<file path="src/rtl/zbt_port_arbiter.sv">
// Shares one pipelined ZBT SRAM port between display reads, FIFO-buffered NTSC
// writes and a processing read/write port; a tag pipeline routes returning data.
package zbt_port_arbiter_pkg;
  localparam int unsigned ADDR_W = 19;
  localparam int unsigned DATA_W = 36;

  typedef enum logic [1:0] {
    OWN_NONE = 2'd0,
    OWN_DISP = 2'd1,
    OWN_PROC = 2'd2
  } owner_e;

  typedef struct packed {
    logic [ADDR_W-1:0] addr;
    logic [DATA_W-1:0] data;
  } wr_entry_t;

  typedef struct packed {
    owner_e            owner;
    logic              we;
    logic [DATA_W-1:0] wdata;
  } tag_t;
endpackage

module zbt_port_arbiter
  import zbt_port_arbiter_pkg::*;
#(
  parameter int unsigned FIFO_AW    = 2,
  parameter int unsigned ZBT_LAT    = 2,
  parameter int unsigned STARVE_MAX = 8
) (
  input  logic              clk,
  input  logic              rst,
  input  logic              disp_req,
  input  logic [ADDR_W-1:0] disp_addr,
  output logic [DATA_W-1:0] disp_rdata,
  output logic              disp_rvalid,
  input  logic              ntsc_we,
  input  logic [ADDR_W-1:0] ntsc_addr,
  input  logic [DATA_W-1:0] ntsc_data,
  output logic              ntsc_full,
  output logic              ntsc_ovf,
  output logic [7:0]        ovf_cnt,
  input  logic              proc_req,
  input  logic              proc_we,
  input  logic [ADDR_W-1:0] proc_addr,
  input  logic [DATA_W-1:0] proc_wdata,
  output logic              proc_gnt,
  output logic [DATA_W-1:0] proc_rdata,
  output logic              proc_rvalid,
  output logic [ADDR_W-1:0] zbt_addr,
  output logic              zbt_we,
  output logic [DATA_W-1:0] zbt_wdata,
  output logic              zbt_wdata_oe,
  input  logic [DATA_W-1:0] zbt_rdata
);

  localparam int unsigned DEPTH  = 1 << FIFO_AW;
  localparam int unsigned CNT_W  = FIFO_AW + 1;
  localparam int unsigned WAIT_W = 4;
  localparam int unsigned OVF_W  = 8;
  localparam int unsigned STAGES = ZBT_LAT + 1;

  wr_entry_t          fifo_mem [DEPTH];
  wr_entry_t          fifo_head;
  logic [FIFO_AW-1:0] wr_ptr;
  logic [FIFO_AW-1:0] rd_ptr;
  logic [CNT_W-1:0]   fifo_cnt;
  logic [CNT_W-1:0]   fifo_cnt_nxt;
  logic [WAIT_W-1:0]  wait_cnt;
  tag_t [STAGES-1:0]  pipe;

  logic              fifo_empty;
  logic              fifo_at_cap;
  logic              starved;
  logic              proc_win;
  logic              pop;
  logic              push;
  logic              drop;
  logic [ADDR_W-1:0] issue_addr;
  tag_t              issue_tag;

  assign fifo_head = fifo_mem[rd_ptr];

  // Slot arbitration: display, starved proc, NTSC FIFO, then proc.
  always_comb begin
    fifo_empty   = (fifo_cnt == '0);
    fifo_at_cap  = (fifo_cnt == CNT_W'(DEPTH));
    starved      = (32'(wait_cnt) >= STARVE_MAX);
    proc_win     = !disp_req && proc_req && (starved || fifo_empty);
    pop          = !disp_req && !proc_win && !fifo_empty;
    push         = ntsc_we && (!fifo_at_cap || pop);
    drop         = ntsc_we && fifo_at_cap && !pop;
    fifo_cnt_nxt = fifo_cnt + CNT_W'(push) - CNT_W'(pop);
  end

  // Winner's address and tag; with no winner the pins keep the last address.
  always_comb begin
    issue_addr = zbt_addr;
    issue_tag  = '{owner: OWN_NONE, we: 1'b0, wdata: '0};
    if (disp_req) begin
      issue_addr      = disp_addr;
      issue_tag.owner = OWN_DISP;
    end else if (proc_win) begin
      issue_addr      = proc_addr;
      issue_tag.owner = OWN_PROC;
      issue_tag.we    = proc_we;
      issue_tag.wdata = proc_we ? proc_wdata : '0;
    end else if (pop) begin
      issue_addr      = fifo_head.addr;
      issue_tag.we    = 1'b1;
      issue_tag.wdata = fifo_head.data;
    end
  end

  assign proc_gnt = proc_win && !rst;

  always_ff @(posedge clk) begin
    if (push) begin
      fifo_mem[wr_ptr] <= '{addr: ntsc_addr, data: ntsc_data};
    end
  end

  // FIFO bookkeeping, overflow accounting and proc wait counter.
  always_ff @(posedge clk or posedge rst) begin
    if (rst) begin
      wr_ptr    <= '0;
      rd_ptr    <= '0;
      fifo_cnt  <= '0;
      ntsc_full <= 1'b0;
      ntsc_ovf  <= 1'b0;
      ovf_cnt   <= '0;
      wait_cnt  <= '0;
    end else begin
      if (push) begin
        wr_ptr <= wr_ptr + FIFO_AW'(1);
      end
      if (pop) begin
        rd_ptr <= rd_ptr + FIFO_AW'(1);
      end
      fifo_cnt  <= fifo_cnt_nxt;
      ntsc_full <= (fifo_cnt_nxt == CNT_W'(DEPTH));
      if (drop) begin
        ntsc_ovf <= 1'b1;
        if (ovf_cnt != '1) begin
          ovf_cnt <= ovf_cnt + OVF_W'(1);
        end
      end
      if (!proc_req || proc_win) begin
        wait_cnt <= '0;
      end else if (wait_cnt != '1) begin
        wait_cnt <= wait_cnt + WAIT_W'(1);
      end
    end
  end

  // Issue register, tag pipeline and read-data return.
  always_ff @(posedge clk or posedge rst) begin
    if (rst) begin
      zbt_addr    <= '0;
      pipe        <= '0;
      disp_rdata  <= '0;
      disp_rvalid <= 1'b0;
      proc_rdata  <= '0;
      proc_rvalid <= 1'b0;
    end else begin
      zbt_addr    <= issue_addr;
      pipe        <= {pipe[STAGES-2:0], issue_tag};
      disp_rvalid <= 1'b0;
      proc_rvalid <= 1'b0;
      if (!pipe[ZBT_LAT].we && pipe[ZBT_LAT].owner == OWN_DISP) begin
        disp_rdata  <= zbt_rdata;
        disp_rvalid <= 1'b1;
      end
      if (!pipe[ZBT_LAT].we && pipe[ZBT_LAT].owner == OWN_PROC) begin
        proc_rdata  <= zbt_rdata;
        proc_rvalid <= 1'b1;
      end
    end
  end

  assign zbt_we       = pipe[0].we;
  assign zbt_wdata_oe = pipe[ZBT_LAT].we;
  assign zbt_wdata    = pipe[ZBT_LAT].wdata;

endmodule

</file>
<file path="config.mk">
export PLATFORM = sky130hd
export DESIGN_NAME = zbt_port_arbiter
export DESIGN_NICKNAME = d
export VERILOG_FILES = /design/src/rtl/zbt_port_arbiter.sv
export SDC_FILE = /design/constraint.sdc
export NUM_CORES = 1
export LEC_CHECK = 0
export CAP_MARGIN = 20
export CORE_MARGIN = 8
export CORE_UTILIZATION = 30
export CTS_BUF_LIST = sky130_fd_sc_hd__clkbuf_16
export DETAILED_ROUTE_END_ITERATION = 10
export GPL_ROUTABILITY_DRIVEN = 0
export HOLD_SLACK_MARGIN = 0.05
export PLACE_DENSITY = 0.59
export SETUP_SLACK_MARGIN = 0.3
export SYNTH_ARGS = -nofsm -noshare
export SYNTH_HDL_FRONTEND = slang
export SYNTH_SLANG_ARGS = --single-unit
export TNS_END_PERCENT = 10
</file>
<file path="constraint.sdc">
create_clock -name clk -period 16.6 [get_ports clk]
set_clock_uncertainty 0.05 [all_clocks]
set_input_delay 4.98 -clock clk [delete_from_list [all_inputs] [get_ports clk]]
set_output_delay 4.98 -clock clk [all_outputs]
set_load 0.01 [all_outputs]
</file>
==> results_dict.tcl <==
set metrics [dict create \
    grt_pass1_wl_mm 59.57 \
    antenna_found_initial 6 \
    synth_flop_cell "dfrtp_1" \
    ctsHoldBuffers 0 \
    end_kind "primary output" \
    io_pins 313 \
    period_minus_slack_ns 11.94 \
    drive_above_1_share_pct 18.99 \
    cp_max_fo 29 \
    r2r-end "ntsc_full" \
    ys_top_cells_by_area "edfxtp_1 40%, dfrtp_1 35%, mux4_2 7.6%" \
    fin_area_um2 21560 \
    r2r_cells 11 \
    power_density_nw_per_um2 172.1 \
    cts-resized-gates 0 \
    numCtsBuffers 49 \
    synth_compound_area_share_pct 3.749 \
    hpwl_mm 24.78 \
    ys_seq_elements 451 \
    synth-async-reset-ratio_pct 51.22 \
    setup_viol 0 \
    hp-class "reg -> reg" \
    post_drt_via_cell_ratio 4.510 \
    die_h_um 249.5 \
    worstPathArrival_ns 6.91 \
    cts.sinks 451 \
    final_cell_count_no_fill 1889 \
    tns_ns 0 \
    cts-root-buf "clkbuf_16" \
    portBuffers 312 \
    syn-num-nets 1030 \
    syn_area_um2 16350 \
    fillers 4897 \
    drtAntennaViolNets 0 \
    postCtsSetupRepairBufs 0 \
    power.total_mw 3.711 \
    final_nets 1330 \
    r2r-start "wait_cnt[3]" \
    outcome "finished clean" \
    overflow 0 \
    area_delta_synth_final_pct 31.84 \
    yosysTopAreaCellShare_pct 40.39 \
    synthMuxAreaShare_pct 13.66 \
    seq_area_frac_synth_pct 75.74 \
    synth_top_family_by_area "multiplexers" \
    p_leak_nw 8.351 \
    post-route-util_pct 40.07 \
    hold_depth 0 \
    netlist_instances 849 \
    yosysWarnings 0 \
    synth_top_area_cell "edfxtp_1" \
    clockBufferDepth 3 \
    start_kind "input pin" \
    placed_cell_area_um2 19980 \
    clk_latency_ns 0.57 \
    drt_first_iter_violations 325 \
    min_from "pipe[73]" \
    slew_violations 0 \
    first_global_vias 9402 \
    synthAdderAreaFrac_pct 0.8110 \
    synth-simple-area-share_pct 2.142 \
    drc 0 \
    synth_xor_area_share_pct 0.6426 \
    place_inst 1794 \
    maxSlewHeadroom_pct 32.33 \
    synth_edf_count 220 \
    fmax_mhz 83.74 \
    syn-mean-instance-area_um2 19.26 \
    post_synth_num_cell_types 38 \
    grt_use_total_pct 12.34 \
    die_w_um 249.5 \
    worst-setup-path-type "in -> out" \
    htree_levels 2 \
    r2r_slack_ns 13.94 \
    peakVddDrop_mv 0.07830 \
    num_vias 8519 \
    dieArea_um2 62240 \
    cts_tree "done" \
    coreArea_um2 53810 \
    wl_per_cell_um 20.61 \
    clkSlewWorstSetupHoldPaths_ns 0.06 \
    fin_crit_sh_pct 71.94 \
    drv_cap 0 \
    num_rows 85 \
    start_util_pct 30.39 \
    wl_mm 38.93 \
    worst_slew_pin_slew_ns 1.015 \
    rsz0062_at_grt "no" \
    finalHoldViolCount 0 \
    drt_first_pass_iters 4 \
    startpoint "disp_req" \
    grt_max_degree 67 \
    worstPathRequired_ns 11.57 \
    hold_end "zbt_wdata[34]" \
]
-- registers in the layout (all words and copies together) (netlist names) --
register and cells:
ovf_cnt 8, ntsc_ovf 1, zbt_wdata_oe 1, zbt_we 1, proc_rdata 36, proc_rvalid 1
disp_rvalid 1, fifo_mem 220, fifo_cnt 3, zbt_wdata 36, disp_rdata 36, pipe 79
wr_ptr 2, wait_cnt 4, ntsc_full 1, rd_ptr 2, zbt_addr 19
-- cells in the mapped netlist (all sizes together), types with 5 or more instances --
cell    instances
dfrtp         231
a22oi          14
a22o           36
mux2           75
mux2i          15
nor3            5
a21oi          16
and3            5
mux4           55
xor2            8
o21ai           5
edfxtp        220
nand2          27
clkbuf         14
ha              9
inv            10
nor2            9
nand3           6
buf            58
a221o           5
-- per-layer routing --
metal  vias to the layer above  wire length, um  track usage (%)
met2                       241            19130            21.01
met5                         -               51                0
li1                       3812                -                -
met3                        72             2716            4.282
met4                         8              891            3.579
met1                      4386            16130            14.71
-- worst max-delay path, cell delays in order --
cell and delay [ns]:
clkdlybuf4s50_1 0.40, buf_4 0.26, nand2b_1 0.24, a21oi_4 0.25
and2_1 0.21, clkdlybuf4s50_1 0.56
-- how the worst max path moves through the flow --
stage	to	slack [ns]	depth (start not counted)
floorplan	proc_gnt	1.24	2
global placement	proc_gnt	4.65	6
detailed placement	proc_gnt	4.64	6
CTS	proc_gnt	4.63	6
global route	proc_gnt	4.57	6
finish	proc_gnt	4.66	6
-- cell families after synthesis --
group	Yosys count
AOI/OAI and AO/OA	78
xor gates and xnor gates	12
adders and majority gates	10
buffers and inverters	82
DFF	451
muxes	145
and+or+nand+nor	71
-- power breakdown --
part           total, mW  internal [mW]  leakage, nW  switching (mW)
logic              0.964          0.547         2.58           0.417
registers           1.69           1.52         4.94           0.173
clock network       1.05          0.611        0.831           0.443
total               3.71           2.68         8.35            1.03
-- placed cells by master, fill, tap and decap left out, types with 11 or more instances in the layout --
cell type          n
inv_1             23
nand2_1           27
edfxtp_1         220
mux4_2            55
a22o_1            36
mux2_2            75
dfrtp_1          229
a21oi_1           14
clkbuf_16         50
a22oi_1           14
mux2i_1           15
clkinv_2          11
clkdlybuf4s50_1  312
-- through the flow --
| step | hold WS, ns | worst slack (ns) |
|---|---|---|
| 3_5_place_dp | 0.2847 | 4.640 |
| 3_3_place_gp | 0.2823 | 4.645 |
| 2_1_floorplan | 0.2812 | 1.236 |
| 6_report | 0.2930 | 4.658 |
| 4_1_cts | 0.2911 | 4.632 |
| 5_1_grt | 0.2934 | 4.573 |
-- area by class of cell --
| class | count | area, um^2 | share of cell area [%] |
|---|---|---|---|
| diodes | 3 | 7.507 | 0.03482 |
| clock buffers | 50 | 1251 | 5.803 |
| clock inverters | 42 | 325.3 | 1.509 |
| inverters | 10 | 45.04 | 0.2089 |
| multi-input cells | 316 | 3477 | 16.13 |
| flip-flops and latches | 451 | 12390 | 57.48 |
| well taps | 696 | 870.8 | 4.039 |
| repair buffers | 321 | 3191 | 14.80 |
Note: power is estimated with default switching activity, not from simulation.
